[src/rtl/wb_arbiter.sv]
// Writeback arbiter: one holding slot per completion unit, drained round-robin onto two
// register-file write ports. Define WB_SAME_RD_CHECK_EN to keep rd1 != rd2 on dual writes.
module wb_arbiter #(
  parameter int unsigned NUM_REQ = 4,
  parameter int unsigned XLEN    = 32
) (
  input  logic                    clk,
  input  logic                    rst,
  input  logic [NUM_REQ-1:0]      req_valid,
  output logic [NUM_REQ-1:0]      req_ready,
  input  logic [5*NUM_REQ-1:0]    req_rd,
  input  logic [XLEN*NUM_REQ-1:0] req_data,
  output logic                    write1,
  output logic [4:0]              rd1,
  output logic [XLEN-1:0]         write1_data,
  output logic                    write2,
  output logic [4:0]              rd2,
  output logic [XLEN-1:0]         write2_data,
  output logic                    busy
);

  localparam int unsigned     PtrW    = $clog2(NUM_REQ);
  localparam logic [PtrW:0]   NumReqW = (PtrW+1)'(NUM_REQ);
  localparam logic [PtrW-1:0] LastIdx = PtrW'(NUM_REQ - 1);
`ifdef WB_SAME_RD_CHECK_EN
  localparam bit SameRdCheck = 1'b1;
`else
  localparam bit SameRdCheck = 1'b0;
`endif

  logic [NUM_REQ-1:0] slot_valid_q, slot_valid_d;
  logic [4:0]         slot_rd_q   [NUM_REQ];
  logic [4:0]         slot_rd_d   [NUM_REQ];
  logic [XLEN-1:0]    slot_data_q [NUM_REQ];
  logic [XLEN-1:0]    slot_data_d [NUM_REQ];
  logic [PtrW-1:0]    ptr_q, ptr_d;

  logic               write1_q, write1_d, write2_q, write2_d;
  logic [4:0]         rd1_q, rd1_d, rd2_q, rd2_d;
  logic [XLEN-1:0]    data1_q, data1_d, data2_q, data2_d;

  logic               g1_vld, g2_vld;
  logic [PtrW-1:0]    g1_idx, g2_idx, last_idx;
  logic [NUM_REQ-1:0] grant;

  // Scan occupied slots starting at ptr; port 1 takes the first, port 2 the next eligible.
  always_comb begin
    logic [PtrW:0]   sum;
    logic [PtrW-1:0] idx;
    sum    = '0;
    idx    = '0;
    g1_vld = 1'b0;
    g2_vld = 1'b0;
    g1_idx = '0;
    g2_idx = '0;
    for (int k = 0; k < NUM_REQ; k++) begin
      sum = {1'b0, ptr_q} + (PtrW+1)'(k);
      if (sum >= NumReqW) sum = sum - NumReqW;
      idx = sum[PtrW-1:0];
      if (slot_valid_q[idx]) begin
        if (!g1_vld) begin
          g1_vld = 1'b1;
          g1_idx = idx;
        end else if (!g2_vld && (!SameRdCheck || (slot_rd_q[idx] != slot_rd_q[g1_idx]))) begin
          g2_vld = 1'b1;
          g2_idx = idx;
        end
      end
    end
  end

  always_comb begin
    grant = '0;
    if (g1_vld) grant[g1_idx] = 1'b1;
    if (g2_vld) grant[g2_idx] = 1'b1;
  end

  assign req_ready = {NUM_REQ{!rst}} & (~slot_valid_q | grant);
  assign busy      = |slot_valid_q;

  always_comb begin
    slot_valid_d = slot_valid_q;
    slot_rd_d    = slot_rd_q;
    slot_data_d  = slot_data_q;
    for (int i = 0; i < NUM_REQ; i++) begin
      // A fresh result in a granted slot wins over the clear; rd 0 results are dropped.
      if (req_valid[i] && req_ready[i] && (req_rd[5*i +: 5] != 5'd0)) begin
        slot_valid_d[i] = 1'b1;
        slot_rd_d[i]    = req_rd[5*i +: 5];
        slot_data_d[i]  = req_data[XLEN*i +: XLEN];
      end else if (grant[i]) begin
        slot_valid_d[i] = 1'b0;
      end
    end

    write1_d = g1_vld;
    rd1_d    = g1_vld ? slot_rd_q[g1_idx]   : '0;
    data1_d  = g1_vld ? slot_data_q[g1_idx] : '0;
    write2_d = g2_vld;
    rd2_d    = g2_vld ? slot_rd_q[g2_idx]   : '0;
    data2_d  = g2_vld ? slot_data_q[g2_idx] : '0;

    last_idx = g2_vld ? g2_idx : g1_idx;
    ptr_d    = ptr_q;
    if (g1_vld) ptr_d = (last_idx == LastIdx) ? '0 : last_idx + PtrW'(1);
  end

  always_ff @(posedge clk or posedge rst) begin
    if (rst) begin
      slot_valid_q <= '0;
      ptr_q        <= '0;
      write1_q     <= 1'b0;
      rd1_q        <= '0;
      data1_q      <= '0;
      write2_q     <= 1'b0;
      rd2_q        <= '0;
      data2_q      <= '0;
      for (int i = 0; i < NUM_REQ; i++) begin
        slot_rd_q[i]   <= '0;
        slot_data_q[i] <= '0;
      end
    end else begin
      slot_valid_q <= slot_valid_d;
      slot_rd_q    <= slot_rd_d;
      slot_data_q  <= slot_data_d;
      ptr_q        <= ptr_d;
      write1_q     <= write1_d;
      rd1_q        <= rd1_d;
      data1_q      <= data1_d;
      write2_q     <= write2_d;
      rd2_q        <= rd2_d;
      data2_q      <= data2_d;
    end
  end

  assign write1      = write1_q;
  assign rd1         = rd1_q;
  assign write1_data = data1_q;
  assign write2      = write2_q;
  assign rd2         = rd2_q;
  assign write2_data = data2_q;

endmodule

[config.mk]
export PLATFORM = sky130hd
export DESIGN_NAME = wb_arbiter
export DESIGN_NICKNAME = d
export VERILOG_FILES = /design/src/rtl/wb_arbiter.sv
export SDC_FILE = /design/constraint.sdc
export NUM_CORES = 1
export LEC_CHECK = 0
export ABC_CLOCK_PERIOD_IN_PS = 13800
export CAP_MARGIN = 20
export CORE_AREA = 4 4 236 123
export CTS_CLUSTER_SIZE = 14
export DETAILED_ROUTE_END_ITERATION = 16
export DIE_AREA = 0 0 240 127
export SYNTH_ARGS = -nofsm -noshare
export SYNTH_HDL_FRONTEND = slang
export SYNTH_SLANG_ARGS = --single-unit
export TNS_END_PERCENT = 5
[constraint.sdc]
create_clock -name clk -period 13.8 [get_ports clk]
set_input_delay 3.45 -clock clk [delete_from_list [all_inputs] [get_ports clk]]
set_output_delay 3.45 -clock clk [all_outputs]
set_load 0.01 [all_outputs]
======== Word level (Yosys, flattened, before mapping) ========
Index checks and enable logic that the tools add are counted.
storage, ports and cells
  register bits after elaboration ......... 230
  output and inout bits ................... 81
operators by class
  add/sub/neg operators ................... 8
  order comparisons ....................... 14
  equal/unequal tests ..................... 1
  multiplexer cells ....................... 69
  bitwise operators ....................... 6
  reduce and logical (&&, ||, !) cells .... 20
operator list
  kind                   number
  $mux W32               6
  $bmux W32 S2           2
  $mux W2                21
  $mux W5                6
  $mux W1                24
  $bmux W5 S2            2
  $reduce_bool A5 Y1     4
  $lt A2 B3 Y1 const B   6
  $ge A3 B3 Y1 const B   5
  $logic_and A1 B1 Y1    10
  $bmux W1 S2            4
  $mux W4                2
  $or A4 B4 Y4           2
  $reduce_bool A2 Y1     4
  $sub A2 B1 Y2 const B  4
  $add A2 B2 Y3 const B  2
  $not A2 Y3             2
  $and A4 B4 Y4          1
  $demux W1 S2           2
  $ge A2 B1 Y1 const B   2
  $not A4 Y4             1
  $reduce_or A4 Y1       1
  $add A2 B1 Y3 const B  1
  $ge A2 B3 Y1 const B   1
  other kinds (3)        3

======== Depth between registers and ports, before layout ========
  depth in word-level cells ............... 24
  gate-level depth with buffers ........... 15

======== Least setup slack after synthesis ========
OpenSTA, ideal clock, no wires.
  kind .................................... input to output
  start point ............................. input port rst
  end point ............................... output port req_ready[0]
  arrival time ............................ 8.850 ns
  data required time ...................... 10.350 ns
  slack ................................... 1.500 ns
  stages .................................. 2
  buffers on the path ..................... 0
  cells stage by stage .................... inv_1 -> and2_1
on the way
  longest elaborated chain between the ends .. 2
ends and longest elaborated chain
  item                               line  source
  start, declared                    8     input logic rst,
  $logic_not A1 Y1 (no source line)  -
  $and A4 B4 Y4                      78    assign req_ready = {NUM_REQ{!rst}} & (~slot_valid_q | grant);
  end, declared                      10    output logic [NUM_REQ-1:0] req_ready,
Every way passes these cells.

======== Worst setup path in the final report ========
Same ends and word-level chain as after synthesis.

==> metrics.csv <==
metric;value;unit
cts_root_buf;clkbuf_16;
cts-htree-levels;1;
r2r-start;ptr_q[1];
ios;235;
stdcell_area;0.0140;mm²
hp-start;slot_data_q[38];
path_buf_inv;3;
die_h;127;µm
ys_ff_latch;230;
finalClockSkew;0.0118;ns
synth_edf_count;0;
place_area;0.0132;mm²
crit_type;input port to output pin;
yosys_warnings;0;
peakVddDrop;0.000257;V
place.gp.congestion;0.859;
hold_viol;0;
ant_nets;0;
startpoint;rst;
maxSlewViolCount;0;
port_buffers;234;
grt_max_degree;106;
cts_buffer_depth;3;
finalWirelength;31500;µm
clk_pin_slew;0.06;ns
final_nets;1162;
drcViolationCount;0;
hp-class;flip-flop to flip-flop;
yosys.area.top_type;dfrtp_1;
cts_setup_buffers;0;
fillers;2340;
grt_overflow;0;
rows;43;
worst_path_most_repeated_cell;clkdlybuf4s50_1;
synth.distinct_cells;59;
max_slew.worst_pin.slew;1.05;ns
hold_buffers;0;
dieWidth;240;µm
cp-end-kind;output pin;
setup_violations;0;
arrival;5.33;ns
clkLatencyLatePin;0.52;ns
syn-num-nets;949;
first_global_vias;7842;
rr_worst_depth;10;
post-route-min-period;8.78;ns
vias_per_cell;5.40;
via_count;7480;
grt_use_total;20.4;%
synth_ff_type;dfrtp_1;
period_share;63.6;%
syn_to_final_growth;32.4;%
maxCapViolations;0;
finalPower;4400;µW
fmax;114;MHz
synthTopCellsByArea;dfrtp_1 (54%), mux2i_1 (14%), mux2_1 (12%);
dp.cells;1340;
cp_top_family;buffers and inverters;
core_area;0.0271;mm²
postSynthCellCount;793;
critPathLaunchType;input port;
avgSynthCellArea;13.4;µm²
routedWlPerCell;22.7;µm
syn_area;0.0106;mm²
rsz0062_at_grt;no;
power.density;314;mW/mm²
slew-limit-headroom;30.2;%
dr.pass1.iters;5;
cts_tree;built;
cts_num_sinks;230;
crit_cells;4;
hpwl;20100;µm
critPathRequiredTime;10.35;ns
ys_seq_area_share;54.3;%
dieArea;0.0305;mm²
cp_max_fo;105;
path_cells;clkdlybuf4s50_1 > inv_8 > and2_1 > clkdlybuf4s50_1;
cpPeakStageDelay;0.56;ns
antenna_found_initial;4;
async_flop_share;100;%
hold_path_depth;1;
cts_buffers;23;
layout_common_cells;clkdlybuf4s50_1 (234), dfrtp_1 (230), mux2i_1 (148);
tns;0;ns
drive_gt1_share;10.5;%
cts.repair.resized;0;
start_util;39.1;%
cp_slowest_cell;inv_8;
fin_cells;1385;
outcome;complete, no violations;
grt_first_pass_wirelength;47800;µm
drt-initial-drc-count;434;
power.leakage;0.00600;µW
mostFrequentLayoutCell;clkdlybuf4s50_1;
synth_top_area_share;54.3;%
through the flow:
stage / worst slack (ns) / hold WS (ns) / utilization (%)
after floorplan: 1.50 / 0.479 / -
after global placement: 4.99 / 0.492 / 48.7
after detailed placement: 4.98 / 0.497 / 48.7
after CTS: 4.97 / 0.512 / 51.6
after global routing: 4.87 / 0.531 / 51.7
final: 5.02 / 0.509 / 51.7
area by class of cell:
class                      instances  area, µm²  area share, %
multi-input combinational        498       4540           32.4
antenna                            2       5.00         0.0357
sequential                       230       5760           41.0
clock inverter                    11        138          0.981
clock buffer                      31        656           4.67
timing repair buffer             248       2460           17.5
tap                              360        450           3.21
inverter                           5       26.3          0.187
worst paths after layout:
path,to,slack [ns]
min in group asynchronous,rd1[2],3.54
worst max register to register,slot_data_q[40],9.01
max in group asynchronous,write1_data[14],8.85
worst max-delay path,req_ready[0],5.02
worst min-delay path,slot_data_q[38],0.51
worst min register to register,slot_data_q[38],0.51
synthesized netlist by cell type (all sizes together) (4+ instances only):
cell	n
nor2	11
dfrtp	230
inv	5
or2	5
clkbuf	26
nor3	5
nand2	8
o22ai	76
or4	5
nor2b	7
mux2i	148
o21ai	8
nand3	4
or3	6
mux2	148
buf	34
a21oi	14
o221ai	4
logic make-up after synthesis:
logic type / synth area share, %
AO/OA/AOI/OAI: 8.52
XOR/XNOR: 0.0827
adder cells (fa/ha/maj): 0.331
buffers and inverters: 3.27
flip-flops: 54.3
multiplexers: 29.7
AND/OR/NAND/NOR: 3.76
per-layer routing:
layer  track usage [%]  routed length, µm  vias up
li1                  -                  -     3391
met1              31.4              15600     3802
met2              29.9              13500      230
met3              4.94               1930       51
met4              3.05                427        6
met5                 0                 37        -
state kept, by name, indices dropped and copies added, names as in the netlist:
signal,cells
write1,1
write1_data,32
ptr_q,2
rd1,5
slot_rd_q,20
write2,1
rd2,5
write2_data,32
slot_valid_q,4
slot_data_q,128
power breakdown:
part / total, µW / leakage [µW] / internal (µW) / switching, µW
logic: 2440 / 0.00283 / 1150 / 1290
registers: 1290 / 0.00277 / 1030 / 263
clock network: 662 / 0.000398 / 391 / 271
worst register-to-register path: stages, from the launching register on:
cell      delay, ns
dfrtp_1        0.93
nor2_1         0.25
o31ai_1        0.36
ha_1           0.21
a221oi_1       0.07
or4_4          0.57
nand2_4        0.42
buf_4          0.90
o31ai_4        0.14
buf_4          0.38
mux2_1         0.43
Power figures use the tool's default switching activity.
